## src/rtl/mmx_wb_stage_if.sv

```systemverilog
// Execute-to-writeback result handshake for mmx_wb_stage.
// Master is the execute stage; slave is the writeback queue.
interface mmx_wb_stage_if #(
  parameter int unsigned DATA_W = 64,
  parameter int unsigned NREG   = 8
);
  localparam int unsigned AW = $clog2(NREG);

  logic              ex_valid;
  logic              ex_ready;
  logic [DATA_W-1:0] ex_res;
  logic [AW-1:0]     ex_dest;
  logic              ex_wr_mm;
  logic              ex_wr_ecx;

  modport master (
    output ex_valid, ex_res, ex_dest, ex_wr_mm, ex_wr_ecx,
    input  ex_ready
  );

  modport slave (
    input  ex_valid, ex_res, ex_dest, ex_wr_mm, ex_wr_ecx,
    output ex_ready
  );
endinterface

```

## src/rtl/mmx_wb_stage.sv

```systemverilog
// MMX/ECX writeback stage: 2-entry in-order skid queue draining into the MMX and ECX write ports.
// Optional forwarding of the youngest queued MMX result is enabled by defining WB_FWD_EN.
module mmx_wb_stage #(
  parameter int unsigned DATA_W = 64,
  parameter int unsigned NREG   = 8,
  parameter int unsigned DEPTH  = 2
) (
  input  logic                    clk,
  input  logic                    rst,
  mmx_wb_stage_if.slave           ex,
  input  logic                    wb_stall,
  output logic                    mm_we,
  output logic [$clog2(NREG)-1:0] mm_waddr,
  output logic [DATA_W-1:0]       mm_wdata,
  output logic                    ecx_we,
  output logic [31:0]             ecx_wdata,
  output logic                    rep_done,
  output logic [NREG-1:0]         pend_mask,
  output logic                    fwd_valid,
  output logic [$clog2(NREG)-1:0] fwd_dest,
  output logic [DATA_W-1:0]       fwd_data
);
  localparam int unsigned AW = $clog2(NREG);

  typedef enum logic [1:0] {
    StEmpty = 2'd0,
    StOne   = 2'd1,
    StFull  = 2'd2
  } state_e;

  typedef struct packed {
    logic [DATA_W-1:0] res;
    logic [AW-1:0]     dest;
    logic              wr_mm;
    logic              wr_ecx;
  } entry_t;

  state_e state_q, state_d;
  entry_t slot_q [2];
  entry_t slot_d [2];
  entry_t new_ent;
  entry_t head;
  logic   push, pop;

  logic              mm_we_q, ecx_we_q, rep_done_q;
  logic [AW-1:0]     mm_waddr_q;
  logic [DATA_W-1:0] mm_wdata_q;
  logic [31:0]       ecx_wdata_q;

  assign new_ent = '{res: ex.ex_res, dest: ex.ex_dest, wr_mm: ex.ex_wr_mm, wr_ecx: ex.ex_wr_ecx};
  assign head    = slot_q[0];

  // State register: the state encodes the queue occupancy.
  always_ff @(posedge clk) begin
    if (rst) begin
      state_q <= StEmpty;
    end else begin
      state_q <= state_d;
    end
  end

  always_comb begin
    state_d = state_q;
    unique case (state_q)
      StEmpty: if (push) state_d = StOne;
      StOne: begin
        if (pop && !push)      state_d = StEmpty;
        else if (push && !pop) state_d = StFull;
      end
      StFull:  if (pop) state_d = StOne;
      default: state_d = StEmpty;
    endcase
  end

  // Accepted entries with no target are consumed without occupying a slot.
  always_comb begin
    ex.ex_ready = (state_q != state_e'(DEPTH));
    push        = ex.ex_valid && ex.ex_ready && (ex.ex_wr_mm || ex.ex_wr_ecx);
    pop         = (state_q != StEmpty) && !wb_stall;
  end

  // Slot 0 is always the head; slot 1 is valid only when full.
  always_comb begin
    slot_d[0] = slot_q[0];
    slot_d[1] = slot_q[1];
    if (pop) begin
      slot_d[0] = slot_q[1];
    end
    if (push) begin
      if (state_q == StEmpty || (state_q == StOne && pop)) begin
        slot_d[0] = new_ent;
      end else begin
        slot_d[1] = new_ent;
      end
    end
  end

  always_ff @(posedge clk) begin
    if (rst) begin
      slot_q[0] <= '0;
      slot_q[1] <= '0;
    end else begin
      slot_q[0] <= slot_d[0];
      slot_q[1] <= slot_d[1];
    end
  end

  // Write ports are registered; strobes last exactly one cycle per popped entry.
  always_ff @(posedge clk) begin
    if (rst) begin
      mm_we_q     <= 1'b0;
      ecx_we_q    <= 1'b0;
      rep_done_q  <= 1'b0;
      mm_waddr_q  <= '0;
      mm_wdata_q  <= '0;
      ecx_wdata_q <= '0;
    end else begin
      mm_we_q    <= pop && head.wr_mm;
      ecx_we_q   <= pop && head.wr_ecx;
      rep_done_q <= pop && head.wr_ecx && (head.res[31:0] == 32'd0);
      if (pop && head.wr_mm) begin
        mm_waddr_q <= head.dest;
        mm_wdata_q <= head.res;
      end
      if (pop && head.wr_ecx) begin
        ecx_wdata_q <= head.res[31:0];
      end
    end
  end

  assign mm_we     = mm_we_q;
  assign mm_waddr  = mm_waddr_q;
  assign mm_wdata  = mm_wdata_q;
  assign ecx_we    = ecx_we_q;
  assign ecx_wdata = ecx_wdata_q;
  assign rep_done  = rep_done_q;

  always_comb begin
    pend_mask = '0;
    if (state_q != StEmpty && slot_q[0].wr_mm) pend_mask[slot_q[0].dest] = 1'b1;
    if (state_q == StFull && slot_q[1].wr_mm)  pend_mask[slot_q[1].dest] = 1'b1;
  end

`ifdef WB_FWD_EN
  // Youngest MMX-writing entry wins, so the tail is preferred over the head.
  always_comb begin
    fwd_valid = 1'b0;
    fwd_dest  = '0;
    fwd_data  = '0;
    if (state_q == StFull && slot_q[1].wr_mm) begin
      fwd_valid = 1'b1;
      fwd_dest  = slot_q[1].dest;
      fwd_data  = slot_q[1].res;
    end else if (state_q != StEmpty && slot_q[0].wr_mm) begin
      fwd_valid = 1'b1;
      fwd_dest  = slot_q[0].dest;
      fwd_data  = slot_q[0].res;
    end
  end
`else
  assign fwd_valid = 1'b0;
  assign fwd_dest  = '0;
  assign fwd_data  = '0;
`endif

endmodule

```

## src/flat_wrapper.sv

```systemverilog
// flat-port wrapper written by rule: the top's interface ports become plain ports
module mmx_wb_stage_flat 
#(
  parameter int unsigned DATA_W = 64,
  parameter int unsigned NREG   = 8,
  parameter int unsigned DEPTH  = 2
)
  (clk, rst, wb_stall, mm_we, mm_waddr, mm_wdata, ecx_we, ecx_wdata, rep_done, pend_mask, fwd_valid, fwd_dest, fwd_data, ex_ex_valid, ex_ex_res, ex_ex_dest, ex_ex_wr_mm, ex_ex_wr_ecx, ex_ex_ready);
  mmx_wb_stage_if #(.DATA_W(DATA_W), .NREG(NREG)) ex_i ();
  input  logic clk;
  input  logic rst;
  input  logic wb_stall;
  output logic mm_we;
  output logic [$clog2(NREG)-1:0] mm_waddr;
  output logic [DATA_W-1:0] mm_wdata;
  output logic ecx_we;
  output logic [31:0] ecx_wdata;
  output logic rep_done;
  output logic [NREG-1:0] pend_mask;
  output logic fwd_valid;
  output logic [$clog2(NREG)-1:0] fwd_dest;
  output logic [DATA_W-1:0] fwd_data;
  input wire logic [$bits(ex_i.ex_valid)-1:0] ex_ex_valid;
  input wire logic [$bits(ex_i.ex_res)-1:0] ex_ex_res;
  input wire logic [$bits(ex_i.ex_dest)-1:0] ex_ex_dest;
  input wire logic [$bits(ex_i.ex_wr_mm)-1:0] ex_ex_wr_mm;
  input wire logic [$bits(ex_i.ex_wr_ecx)-1:0] ex_ex_wr_ecx;
  output wire logic [$bits(ex_i.ex_ready)-1:0] ex_ex_ready;
  assign ex_i.ex_valid = ex_ex_valid;
  assign ex_i.ex_res = ex_ex_res;
  assign ex_i.ex_dest = ex_ex_dest;
  assign ex_i.ex_wr_mm = ex_ex_wr_mm;
  assign ex_i.ex_wr_ecx = ex_ex_wr_ecx;
  assign ex_ex_ready = ex_i.ex_ready;
  mmx_wb_stage #(.DATA_W(DATA_W), .NREG(NREG), .DEPTH(DEPTH)) u_core (.clk(clk), .rst(rst), .ex(ex_i), .wb_stall(wb_stall), .mm_we(mm_we), .mm_waddr(mm_waddr), .mm_wdata(mm_wdata), .ecx_we(ecx_we), .ecx_wdata(ecx_wdata), .rep_done(rep_done), .pend_mask(pend_mask), .fwd_valid(fwd_valid), .fwd_dest(fwd_dest), .fwd_data(fwd_data));
endmodule
```

## config.mk

```make
export PLATFORM = sky130hd
export DESIGN_NAME = mmx_wb_stage_flat
export DESIGN_NICKNAME = d
export VERILOG_FILES = /design/src/rtl/mmx_wb_stage_if.sv /design/src/rtl/mmx_wb_stage.sv /design/src/flat_wrapper.sv
export SDC_FILE = /design/constraint.sdc
export NUM_CORES = 1
export LEC_CHECK = 0
export CORE_MARGIN = 2
export CORE_UTILIZATION = 38
export CTS_CLUSTER_DIAMETER = 80
export DETAILED_ROUTE_END_ITERATION = 16
export PLACE_DENSITY_LB_ADDON = 0.12
export SLEW_MARGIN = 20
export SYNTH_ARGS = -nofsm -noshare
export SYNTH_HDL_FRONTEND = slang
export SYNTH_SLANG_ARGS = --single-unit
```

## constraint.sdc

```tcl
create_clock -name clk -period 2.6 [get_ports clk]
set_clock_uncertainty 0.2 [all_clocks]
set_input_delay 0.26 -clock clk [delete_from_list [all_inputs] [get_ports clk]]
set_output_delay 0.26 -clock clk [all_outputs]
set_load 0.02 [all_outputs]
```

==> metrics.md <==
| Metric | Value |
|---|---|
| Final setup violation count | 0 |
| Post-synthesis simple-gate area fraction | roughly 22% |
| Cells after Synth | roughly 1,300 |
| Reg clk slew, reported paths | roughly 0.06 ns |
| Die height | approximately 170 um |
| Setup TNS | 0 ns |
| GRT overflow | 0 |
| DRC viols | 0 |
| Fin crit share | approximately 91% |
| Max stage delay on crit path | about 0.7 ns |
| Root Buffer | clkbuf_16 |
| Largest delay contributor family on the critical path | buffers and inverters |
| Area growth syn-to-layout | 26.14% |
| Flops & latches, synth | between 200 and 250 |
| Total die area | just under 30,000 sq um |
| CP max FO | 9 |
| H-tree depth | 1 |
| Max Root-Sink Buffers | 3 |
| Worst-Skew Late Latency | around 0.53 ns |
| Max Freq | 0.4223 GHz |
| Crit path kind | register to output pin |
| Antenna diode instance count | 0 |
| Drt wl/cell | approximately 17 um |
| Pre-Repair DR Iteration Count | 5 |
| Clk sinks | roughly 240 |
| Die width | approximately 170 um |
| Status | completed |
| Top-Level Pins | approximately 250 |
| Adder-Cell Fraction of Synth Area | 0% |
| Core area | approximately 28,000 sq um |
| Post-synth EDFFs | 0 |
| Largest net degree at the start of global routing | 69 |
| First-pass GRT wire length | 50,170 um |
| Worst IR Drop VDD | approximately 0.00052 V |
| Mux contribution to synthesized area | under 10% |
| YS warnings | 0 |
| CP max stage cell | clkdlybuf4s50_1 |
| Initial DRC count | roughly 650 |
| Headroom to the max-slew limit | between 40% and 50% |
| Final design utilization | 48.87% |
| Initial antenna violation count | 0 |
| Complex-gate fraction of the synthesized area | 16.52% |
| Total Routing Usage GR | around a fifth |
| Final HPWL DP | 19,080 um |
| Largest family of logic cells by synthesized area | simple AND/OR/NAND/NOR gates |
| Leak | roughly 4.5 nW |
| Minimum clock period | approximately 2.4 ns |
| Cts bufs inserted | 27 |
| CP Data Arrival Time | 1.91 ns |
| CP Data Required Time | around 2.1 ns |
| Startpoint Class | register |
| Critical Path Sink Type | output pin |
| Total area of sequential cells | 4846 sq um |
| Final #Nets | between 1,000 and 1,500 |
| Critical path, cell by cell | nor2b_2 > inv_1 > clkdlybuf4s50_1 |
| Critical path buffers and inverters | 2 |
| P per Cell Area | between 600 and 700 nW/um^2 |
| Vias in the first global route | between 8,000 and 9,000 |
| Unique cell type count in the Yosys netlist | 38 |
| Top_reg_cell synth | dfxtp_1 |
| RePlAce Congestion | approximately 0.75 |
| RSZ-0062 raised after global routing | false |
| Share of cells above drive strength 1 | ~7% |
| PortBufs | ~180 |
| Initial Utilization | between 30% and 40% |
| Antenna-violating nets left | 0 |
| Post-synth ARST share | 0% |
| Multi-input gate area | between 5000 and 6000 sq um |
| Post-synthesis sequential area ratio | roughly 45% |
| FILL cells | approximately 2,700 |
| TritonCTS clock tree | built |
| FP Rows | 61 |
| Fin. max-slew vios | 0 |
| Max Cap Viol | 0 |
| Mean area per synthesized cell | approximately 8.5 sq um |
| Synth Area in XOR/XNOR | 0% |
| Via count | 9,226 |
| Synthesized area | between 10,000 and 15,000 sq um |
| Final Hold Violating Endpoints | 0 |
| Vias per cell | just over 5 |
| Hold Path Class | input pin to register |
| Drt total wl | 31,190 um |
| Pin slew with the least headroom to its limit | ~0.83 ns |
==> placed cells by master (no fill, tap or decap), types with 5 or more instances in the layout <==
cell type	count
a21oi_1	99
a311oi_1	59
a311oi_2	10
buf_12	14
buf_4	20
clkbuf_1	7
clkbuf_16	27
clkbuf_8	5
clkdlybuf4s50_1	173
clkinv_2	5
conb_1	68
dfxtp_1	241
mux2i_1	69
nand2_1	142
nand2b_1	143
nand3_1	100
nor3_1	70
nor4_1	9
o21ai_0	97
o22ai_1	6
==> per-stage QoR <==
stage / hold WS (ns) / std cells / area (sq um) / setup WS, ns / power (W)
3_3_place_gp: 0.2516 / 1738 / 12780 / 0.4233 / 0.005035
4_1_cts: 0.1049 / 1783 / 13610 / 0.009743 / 0.008670
2_1_floorplan: 0.2153 / 1337 / 11050 / 0.7221 / 0.004701
3_5_place_dp: 0.2541 / 1738 / 12780 / 0.3900 / 0.005037
5_1_grt: 0.1354 / 1783 / 13620 / 0.1382 / 0.008910
6_report: 0.1320 / 1783 / 13620 / 0.2323 / 0.008562
==> path summary, 6_finish.rpt <==
kind,cells past startpoint,slack [ns],startpoint,to
max,3,0.23,u_core.state_q[0]$_SDFFE_PP0P_,ex_ex_ready
min,3,0.13,ex_ex_res[40],u_core.slot_q[0][114]$_SDFFE_PP0P_
max reg2reg,5,0.58,u_core.state_q[0]$_SDFFE_PP0P_,u_core.slot_q[0][57]$_SDFF_PP0_
min reg2reg,2,0.26,u_core.slot_q[0][38]$_SDFF_PP0_,u_core.mm_wdata[33]$_SDFFE_PP0P_
==> state kept, by name (all words and copies together) (netlist names) <==
name	flops
u_core.ecx_wdata	32
u_core.ecx_we	1
u_core.mm_waddr	3
u_core.mm_wdata	64
u_core.mm_we	1
u_core.rep_done	1
u_core.slot_q	138
u_core.state_q	2
==> layer usage <==
metal	vias to the layer above	global-route usage [%]	wire length (um)
met5	-	0	0
met4	0	5.413	602
met3	41	3.342	1792
met2	262	34.32	14590
met1	4368	27.23	14210
li1	4555	-	-
==> cells by family after synthesis <==
family / after synthesis
AND/OR/NAND/NOR: 476
AO/OA/AOI/OAI: 285
flip-flops: 242
buffers and inverters: 197
multiplexers: 69
other: 1
==> area by class of cell <==
class	instances	area share [%]
clock buffer	38	5.560
tap	378	3.474
clock inverter	6	0.4043
sequential	242	35.59
multi-input combinational	898	38.17
inverter	3	0.08271
timing repair buffer	218	16.72
==> worst min-delay path, cell delays in order <==
cell and delay [ns]:
clkdlybuf4s50_1 0.42, nand2b_1 0.08, mux2i_1 0.06
==> power by group <==
part	internal (W)	total [W]	leakage [nW]	switching, W
Clock	0.00210	0.00360	0.403	0.00150
Sequential	0.00384	0.00395	1.97	0.000111
Combinational	0.000382	0.00101	2.16	0.000628
==> cells in the mapped netlist, types with 3 or more instances <==
cell type  instances  area, sq um
o21ai_1            4        20.02
a311oi_1          59        516.8
dfxtp_1          242         4845
buf_1              8        30.03
buf_4             71        533.0
nand2_1          142        533.0
buf_6              3        33.78
o22ai_1            6        37.54
mux2i_1           69        690.7
buf_2             24        120.1
nand3_1          100        500.5
nor4_1             9        56.30
o21ai_0           98        490.5
a21oi_1           99        495.5
clkbuf_1          88        330.3
nor3_1            70        350.3
nand2b_1         143        894.6
a311oi_2          10        150.1
==> timing repair <==
| action | CTS | global route |
|---|---|---|
| setup buffers | 0 | 0 |
| setup endpoints to repair | 8 | 4 |
| endpoints found under the hold margin | 6 | 0 |
| hold buffers | 1 | 0 |
| gates resized for setup | 6 | 4 |
No activity file was read; power rests on OpenSTA's default activity.
